==> src/rtl/serial_sub.sv <==
// Bit-serial unsigned subtractor d = a - b, LSB first, one full-subtractor cell plus a borrow flop.
// Optional macro SERIAL_SUB_SAT_EN: clamp d to zero when the final borrow is set.
module serial_sub #(
    parameter int W = 8
) (
    input  logic         clk,
    input  logic         rst_n,
    input  logic         start,
    input  logic [W-1:0] a,
    input  logic [W-1:0] b,
    output logic         busy,
    output logic         done,
    output logic [W-1:0] d,
    output logic         bo
);
    localparam int CW = $clog2(W);

    typedef enum logic [1:0] {IDLE, RUN, DONE} state_t;

    state_t         state, state_nxt;
    logic [W-1:0]   sa, sb;
    logic [W-2:0]   sr;
    logic [CW-1:0]  cnt;
    logic           br;
    logic           ai, bi, di, br_nxt, last;
    logic [W-1:0]   res_nxt;

    // Full-subtractor cell on the current LSBs
    assign ai      = sa[0];
    assign bi      = sb[0];
    assign di      = ai ^ bi ^ br;
    assign br_nxt  = (~ai & bi) | (~(ai ^ bi) & br);
    assign res_nxt = {di, sr};
    assign last    = (cnt == CW'(W - 1));

    always_ff @(posedge clk or negedge rst_n) begin
        if (!rst_n) state <= IDLE;
        else        state <= state_nxt;
    end

    always_comb begin
        state_nxt = state;
        case (state)
            IDLE:    if (start) state_nxt = RUN;
            RUN:     if (last)  state_nxt = DONE;
            DONE:    state_nxt = IDLE;
            default: state_nxt = IDLE;
        endcase
    end

    always_comb begin
        busy = (state != IDLE);
        done = (state == DONE);
    end

    always_ff @(posedge clk or negedge rst_n) begin
        if (!rst_n) begin
            sa  <= '0;
            sb  <= '0;
            sr  <= '0;
            cnt <= '0;
            br  <= 1'b0;
            d   <= '0;
            bo  <= 1'b0;
        end else begin
            case (state)
                IDLE: if (start) begin
                    sa  <= a;
                    sb  <= b;
                    br  <= 1'b0;
                    cnt <= '0;
                end
                RUN: begin
                    sa  <= sa >> 1;
                    sb  <= sb >> 1;
                    sr  <= res_nxt[W-1:1];
                    br  <= br_nxt;
                    cnt <= cnt + CW'(1);
                    // d/bo only move here, so they hold through IDLE and the next RUN
                    if (last) begin
`ifdef SERIAL_SUB_SAT_EN
                        d <= br_nxt ? '0 : res_nxt;
`else
                        d <= res_nxt;
`endif
                        bo <= br_nxt;
                    end
                end
                default: ;
            endcase
        end
    end

endmodule

==> config.mk <==
export PLATFORM = sky130hd
export DESIGN_NAME = serial_sub
export DESIGN_NICKNAME = d
export VERILOG_FILES = /design/src/rtl/serial_sub.sv
export SDC_FILE = /design/constraint.sdc
export NUM_CORES = 1
export LEC_CHECK = 0
export ABC_AREA = 0
export CAP_MARGIN = 5
export CORE_MARGIN = 3
export CORE_UTILIZATION = 32
export DETAILED_ROUTE_END_ITERATION = 12
export PLACE_DENSITY_LB_ADDON = 0.2
export SYNTH_ARGS = -nofsm -noshare
export SYNTH_HDL_FRONTEND = slang
export SYNTH_SLANG_ARGS = --single-unit
==> constraint.sdc <==
create_clock -name clk -period 3.3 [get_ports clk]
set_input_delay 0.825 -clock clk [delete_from_list [all_inputs] [get_ports clk]]
set_output_delay 0.825 -clock clk [all_outputs]
set_load 0.02 [all_outputs]
=== Word-level counts from Yosys, hierarchy flattened ===
Cells that the tools add are included.

* Register bits after elaboration: 38
* Latch bits: 0
* Memory bits (writable): 0
* ROM bits: 0
* Output and inout bits: 11
* Word-level logic and storage cells: 38
* Memories kept: 0

* Add/subtract/negate cells: 1
* $mul: 0
* Div/mod/pow operators: 0
* Magnitude comparators: 0
* Eq/ne operators: 5
* Shift operators: 0
* Mux-type cells: 11
* Bitwise logic cells: 7
* Reductions and logical operators: 6

{| class="wikitable"
|+ Operators with widths
! operator !! number
|-
| one-hot mux 8 bit (2 select lines) || 2
|-
| two-way mux 8 bit || 2
|-
| one-hot mux 3 bit (2 select lines) || 1
|-
| AND reduction 2 bit || 3
|-
| two-way mux 2 bit || 2
|-
| != test 2 bit, second input constant || 2
|-
| one-hot mux 2 bit (2 select lines) || 1
|-
| nonzero test 2 bit || 2
|-
| adder 3 x 1 -> 3 bit, second input constant || 1
|-
| equality test 3 bit, second input constant || 1
|-
| two-way mux 3 bit || 1
|-
| bitwise AND 1 bit || 2
|-
| equality test 2 x 1 -> 1 bit, second input constant || 1
|-
| equality test 2 bit, second input constant || 1
|-
| logical NOT 2 bit || 1
|-
| NOT 1 bit || 2
|-
| one-hot mux 1 bit (2 select lines) || 1
|-
| XOR 1 bit || 2
|-
| two-way mux 1 bit || 1
|-
| bitwise OR 1 bit || 1
|}

=== Depth between registers and ports, before layout ===
Gate-level depths: netlist of run 1.

* Depth in word-level cells: 5
* Mapped depth: 5
* Gate-level depth less buffers: 4

=== Worst setup path after synthesis of run 1 ===
Ideal clock, no wire load.

* Path kind: reg2out
* From: register state[1]
* To: output port done
* Data arrival time: 1151 ps
* Setup slack: 1324 ps
* Cell stages (with the launch flop): 4
* Path buffers: 2
* Cell sequence: dfrtp_1 -> buf_2 -> clkbuf_1 -> nor2b_1

* Word-level cells in the longest chain between the ends: 1

{| class="wikitable"
|+ Ends and longest elaborated chain
! element !! line !! text
|-
| start, declared || 20 || <nowiki>state_t state, state_nxt;</nowiki>
|-
| start signal, assigned || 38 || <nowiki>else state <= state_nxt;</nowiki>
|-
| equality test 2 bit || 53 || <nowiki>done = (state == DONE);</nowiki>
|-
| end, declared || 12 || <nowiki>output logic done,</nowiki>
|}

No other way between the ends.

=== Final worst setup path of run 1 ===
* From: register state[1]
* To: output port busy

* Word-level cells in the longest chain between the ends: 1

{| class="wikitable"
|+ Ends and longest elaborated chain
! element !! line !! text
|-
| nonzero test 2 bit || 52 || <nowiki>busy = (state != IDLE);</nowiki>
|-
| end, declared || 11 || <nowiki>output logic busy,</nowiki>
|}

No other way between the ends.

==> results of run 1 <==
power groups by stage:
stage	Sequential (mW)	Clock [mW]	Combinational [mW]
after CTS	0.808	0.338	0.837
after floorplan	0.857	0	0.519
after detailed placement	0.817	0	0.834
after global routing	0.835	0.357	0.917
final	0.804	0.322	0.823
after global placement	0.808	0	0.809
flip-flops by register name (all words and copies together) (netlist names):
name and count:
sa 8, sb 8, bo 1, state 2, br 1, cnt 3
d 8, sr 7
cell usage after synthesis, drive strengths merged:
cell type | count | area [sq um]
buf | 8 | 40.0
a22o | 2 | 17.5
nor2b | 2 | 12.5
mux2i | 2 | 20.0
o221a | 4 | 45.0
a21oi | 1 | 5.00
o21ba | 1 | 10.0
a221oi | 3 | 26.3
a211o | 2 | 17.5
nor4bb | 2 | 20.0
a211oi | 7 | 52.6
fa | 1 | 20.0
nand2b | 1 | 6.26
mux2 | 15 | 169
inv | 13 | 48.8
ha | 2 | 25.0
nor3b | 9 | 67.6
or4b | 4 | 40.0
or2 | 1 | 6.26
clkbuf | 3 | 11.3
o22ai | 1 | 6.26
o21bai | 1 | 11.3
dfrtp | 38 | 951
nand3b | 1 | 7.51
nor4b | 10 | 87.6
layer usage:
metal,wire length [um],part of all wire [%],up-vias
met5,0,0,-
met1,1620,46,575
li1,-,-,549
met2,1660,48,35
met3,166,4.8,6
met4,39,1.1,0
worst paths after layout:
kind	to	cells past startpoint
max reg2reg	d[7]	4
min reg2reg	cnt[0]	1
min in group asynchronous	d[0]	1
max in group asynchronous	sr[1]	1
max	busy	2
min	cnt[0]	1
per-stage QoR:
stage | worst slack [ns] | hold WS, ns
final | 0.958 | 0.488
after detailed placement | 0.724 | 0.482
after global routing | 0.883 | 0.528
after floorplan | 1.32 | 0.457
after global placement | 0.781 | 0.468
after CTS | 0.933 | 0.492
cell type report:
type                    count  area [sq um]
well taps                  70          87.6
inverters                  13          48.8
flip-flops and latches     38           951
repair buffers             31           300
multi-input cells          72           673
clock inverters             1          5.00
clock buffers               7          86.3
fillers                   489          3020
worst max-delay path, stage by stage, from the launching register on:
cell             delay [ns]
dfrtp_1                0.40
or2_2                  0.29
clkdlybuf4s50_1        0.54
cells by family after synthesis:
group	share of synthesized area, %
AO/OA/AOI/OAI	11.1
adder cells (fa/ha/maj)	2.61
buffers and inverters	5.81
flip-flops	55.2
multiplexers	11.0
AND/OR/NAND/NOR	14.4
==> results.toml, run 1 <==
[run_status]
outcome = "complete, no violations"

[setup_path]
required_ns = 2.47
crit_type = "flip-flop to output port"
startpoint_type = "flip-flop"
critPathMaxFanout = 3
r2r_start = "cnt[0]"
crit_path_start = "state[1]"
worstSetupEndpointType = "output port"
worstPathArrival_ns = 1.52
worst-r2r-setup-slack_ns = 1.57

[timing]
max_freq_ghz = 0.427
setup_tns_ns = 0
skew_ns = 0.00542
worst_pin_slew_ns = 0.849
setup_viol = 0
min_period_ns = 2.34
slew_headroom_pct = 43.4
slew_viol_final = 0
grt_setup_unrepaired = "no"
finalCritPeriodShare_pct = 71.0
hold_viol = 0

[cells_and_area]
fin_cells = 232
final_cell_mix = "dfrtp_1, clkdlybuf4s50_1, mux2_2"
diodes = 0
fin_area_sq_um = 2150
synthToLayoutAreaGrowth_pct = 24.8
utilization_pct = 41.6
drive_gt1_share_pct = 20.4
nets = 183
layout_commonest_cell = "dfrtp_1"

[worst_hold_path]
holdCritPathClass = "flip-flop to flip-flop"
hold_start = "cnt[0]"

[placed_design]
place_inst = 224
place_congestion = 0.800
io_buffers = 29
hpwl_um = 2350
postPlaceCellArea_sq_um = 2060

[clock_network]
worstSkewPairLatency_ns = 0.28
cts_resized = 0
htree_levels = 2
cts_made_buffers = 5
clkTransAtPathRegs_ns = 0.07
cts.path.max_buffers = 2
hold_buffers = 0
cts-root-buf = "clkbuf_8"
cts_setup_buffers = 0
clock-sinks = 38
cts_tree = "done"

[power_and_ir_drop]
total_power_mw = 1.95
combPwrFrac_pct = 42.2
p_per_area_nw_per_um2 = 906
p_leak_nw = 0.923
cell_internal_pwr_mw = 1.29
p_seq_share_pct = 41.3
clkPwrFrac_pct = 16.5
swShare_pct = 33.7
p_switching_mw = 0.657
vdd_drop_max_mv = 0.337

[global_routing]
grtUsageMet2_pct = 20.0
antenna_found_initial = 0
grt_pass1_vias = 1245
busiest_layer = "met2"
grt_pass1_wl_um = 5990
grt_max_degree = 39
grt.met1_usage_pct = 15.9
grt_usage_pct = 12.4
overflow = 0
grtUsageMet3_pct = 3.84

[detailed_routing]
routedWlPerCell_um = 15.0
drc = 0
firstDrtPassIters = 4
num_vias = 1165
vias_per_cell = 5.02
drt_iter0_drc = 45
routed_wl_um = 3490
ant_nets = 0

[synth]
syn_area_per_cell_sq_um = 12.9
ys_warn_count = 0
syn_nets = 156
syn-cell-area_sq_um = 1720
ys_ff_latch = 38
yosysUniqueCellTypes = 26
synth_cells = 134
yosysSeqAreaShare_pct = 55.2

[floorplanning]
ios = 30
row_count = 26
core_area_sq_um = 5170
die_area_sq_um = 6300
die_y_um = 79.4
die_w_um = 79.4
start_util_pct = 33.3

[run]
timing.max_cap.violations = 0
No activity file was read; power rests on OpenSTA's default activity.
==> inputs of run 2 (changes only) <==
Clock period 3.3 ns to 2 ns, I/O delays scaled along.
==> results.toml, run 2 (synthesized netlist as in run 1, its figures left out) <==
[floorplanning]
die_area_sq_um = 6300
start_util_pct = 33.3
core_area_sq_um = 5170
row_count = 26
die_w_um = 79.4
die_y_um = 79.4
ios = 30

[timing]
slew_viol_final = 0
hold_ws_ns = 0.264
max_freq_ghz = 0.523
hold_viol = 0
grt_setup_unrepaired = "no"
worst_pin_slew_ns = 0.568
setup_tns_ns = 0
setup_viol = 0
skew_ns = 0.00763
finalCritPeriodShare_pct = 95.6
min_period_ns = 1.91
slew_headroom_pct = 62.0

[worst_hold_path]
holdCritPathClass = "input pin to async pin"

[setup_path]
worst-r2r-setup-slack_ns = 0.27
startpoint_type = "flip-flop"
worstSetupEndpointType = "output port"
ff2ff_path_depth = 4
worstPathArrival_ns = 1.41
crit_end = "done"
crit_type = "flip-flop to output port"
required_ns = 1.50
critPathMaxFanout = 3
r2r_end = "d[0]"
critical-path-max-stage-delay_ns = 0.61
r2r_start = "cnt[0]"
crit_chain = "nor2b_1 -> clkdlybuf4s50_1"
crit_slowest_cell = "clkdlybuf4s50_1"
crit_path_start = "state[0]"

[power_and_ir_drop]
swShare_pct = 33.5
p_seq_share_pct = 41.2
p_leak_nw = 0.940
clkPwrFrac_pct = 15.7
p_per_area_nw_per_um2 = 1480
cell_internal_pwr_mw = 2.15
p_switching_mw = 1.08
combPwrFrac_pct = 43.2
vdd_drop_max_mv = 0.559

[clock_network]
cts_made_buffers = 5
worstSkewPairLatency_ns = 0.28
cts-root-buf = "clkbuf_8"
clkTransAtPathRegs_ns = 0.07
cts.path.max_buffers = 2
htree_levels = 2
clock-sinks = 38
cts_tree = "done"

[global_routing]
grt_pass1_vias = 1280
overflow = 0
antenna_found_initial = 0
grt_usage_pct = 13.0
grt_pass1_wl_um = 6350
grt_max_degree = 39

[placed_design]
io_buffers = 29
place_congestion = 0.818
hpwl_um = 2420

[detailed_routing]
firstDrtPassIters = 4
routed_wl_um = 3540
vias_per_cell = 4.98
num_vias = 1171
drc = 0
ant_nets = 0
drt_iter0_drc = 45
routedWlPerCell_um = 15.1

[cells_and_area]
top_regs = "d (8), sa (8), sb (8)"
drive_gt1_share_pct = 22.4
synthToLayoutAreaGrowth_pct = 26.4
diodes = 0
final_cell_mix = "dfrtp_1, clkdlybuf4s50_1, mux2_2"
layout_commonest_cell = "dfrtp_1"
utilization_pct = 42.1
nets = 188

[run_status]
outcome = "complete, no violations"

[run]
timing.max_cap.violations = 0
==> run 2: changes by cell type in the layout (fill, tap and decap cells not counted) <==
| cell | before | now |
|---|---|---|
| buf_4 | 2 | 7 |
| clkbuf_1 | 1 | 0 |
| clkinv_2 | 1 | 0 |
| dlygate4sd2_1 | 0 | 1 |
| clkdlybuf4s50_1 | 28 | 27 |
==> run 2: how the worst min path moves through the flow <==
stage,endpoint
floorplan,bo
global placement,cnt[0]
detailed placement,cnt[0]
CTS,sb[7]
global route,sb[7]
finish,sb[7]
==> run 2: final cells by class <==
type                            instances  area, sq um
Inverter                               13         48.8
Sequential cell                        38          951
Fill cell                             494         2990
Tap cell                               70         87.6
Timing Repair Buffer                   36          337
Clock buffer                            6         82.6
Multi-Input combinational cell         72          673
==> run 2: per-layer routing <==
layer | track usage (%) | up-vias | part of all wire [%]
met5 | 0 | - | 0
met4 | 3.26 | 0 | 1.0
met3 | 4.63 | 4 | 4.0
met2 | 19.1 | 31 | 45
met1 | 18.2 | 582 | 50
li1 | - | 554 | -
==> run 2: what timing repair did <==
item / CTS / global route
endpoints found under the hold margin: 0 / 0
hold buffers: 0 / 0
setup endpoints to repair: 1 / 0
buffers inserted: 0 / 0
resized for setup: 1 / 0
==> run 2: critical path: cells and delay by family, from the launching register on <==
kind | cells | cell delay, ns
AND/OR/NAND/NOR | 1 | 0.12
buffers and inverters | 1 | 0.61
flip-flops | 1 | 0.40
==> run 2: stage by stage <==
stage / instances / power (mW) / setup slack [ns] / cell area [sq um]
6_report: 235 / 3.23 / 0.0880 / 2180
5_1_grt: 235 / 3.50 / 0.00108 / 2180
4_1_cts: 235 / 3.28 / 0.0558 / 2180
3_5_place_dp: 229 / 2.77 / 0.0528 / 2100
3_3_place_gp: 229 / 2.71 / 0.102 / 2100
2_1_floorplan: 134 / 2.27 / 0.349 / 1720
==> run 2: power by group through the flow <==
| stage | logic [mW] | clock network [mW] | registers [mW] |
|---|---|---|---|
| 5_1_grt | 1.54 | 0.577 | 1.38 |
| 2_1_floorplan | 0.856 | 0 | 1.41 |
| 3_5_place_dp | 1.42 | 0 | 1.34 |
| 6_report | 1.39 | 0.507 | 1.33 |
| 4_1_cts | 1.42 | 0.528 | 1.33 |
| 3_3_place_gp | 1.38 | 0 | 1.33 |
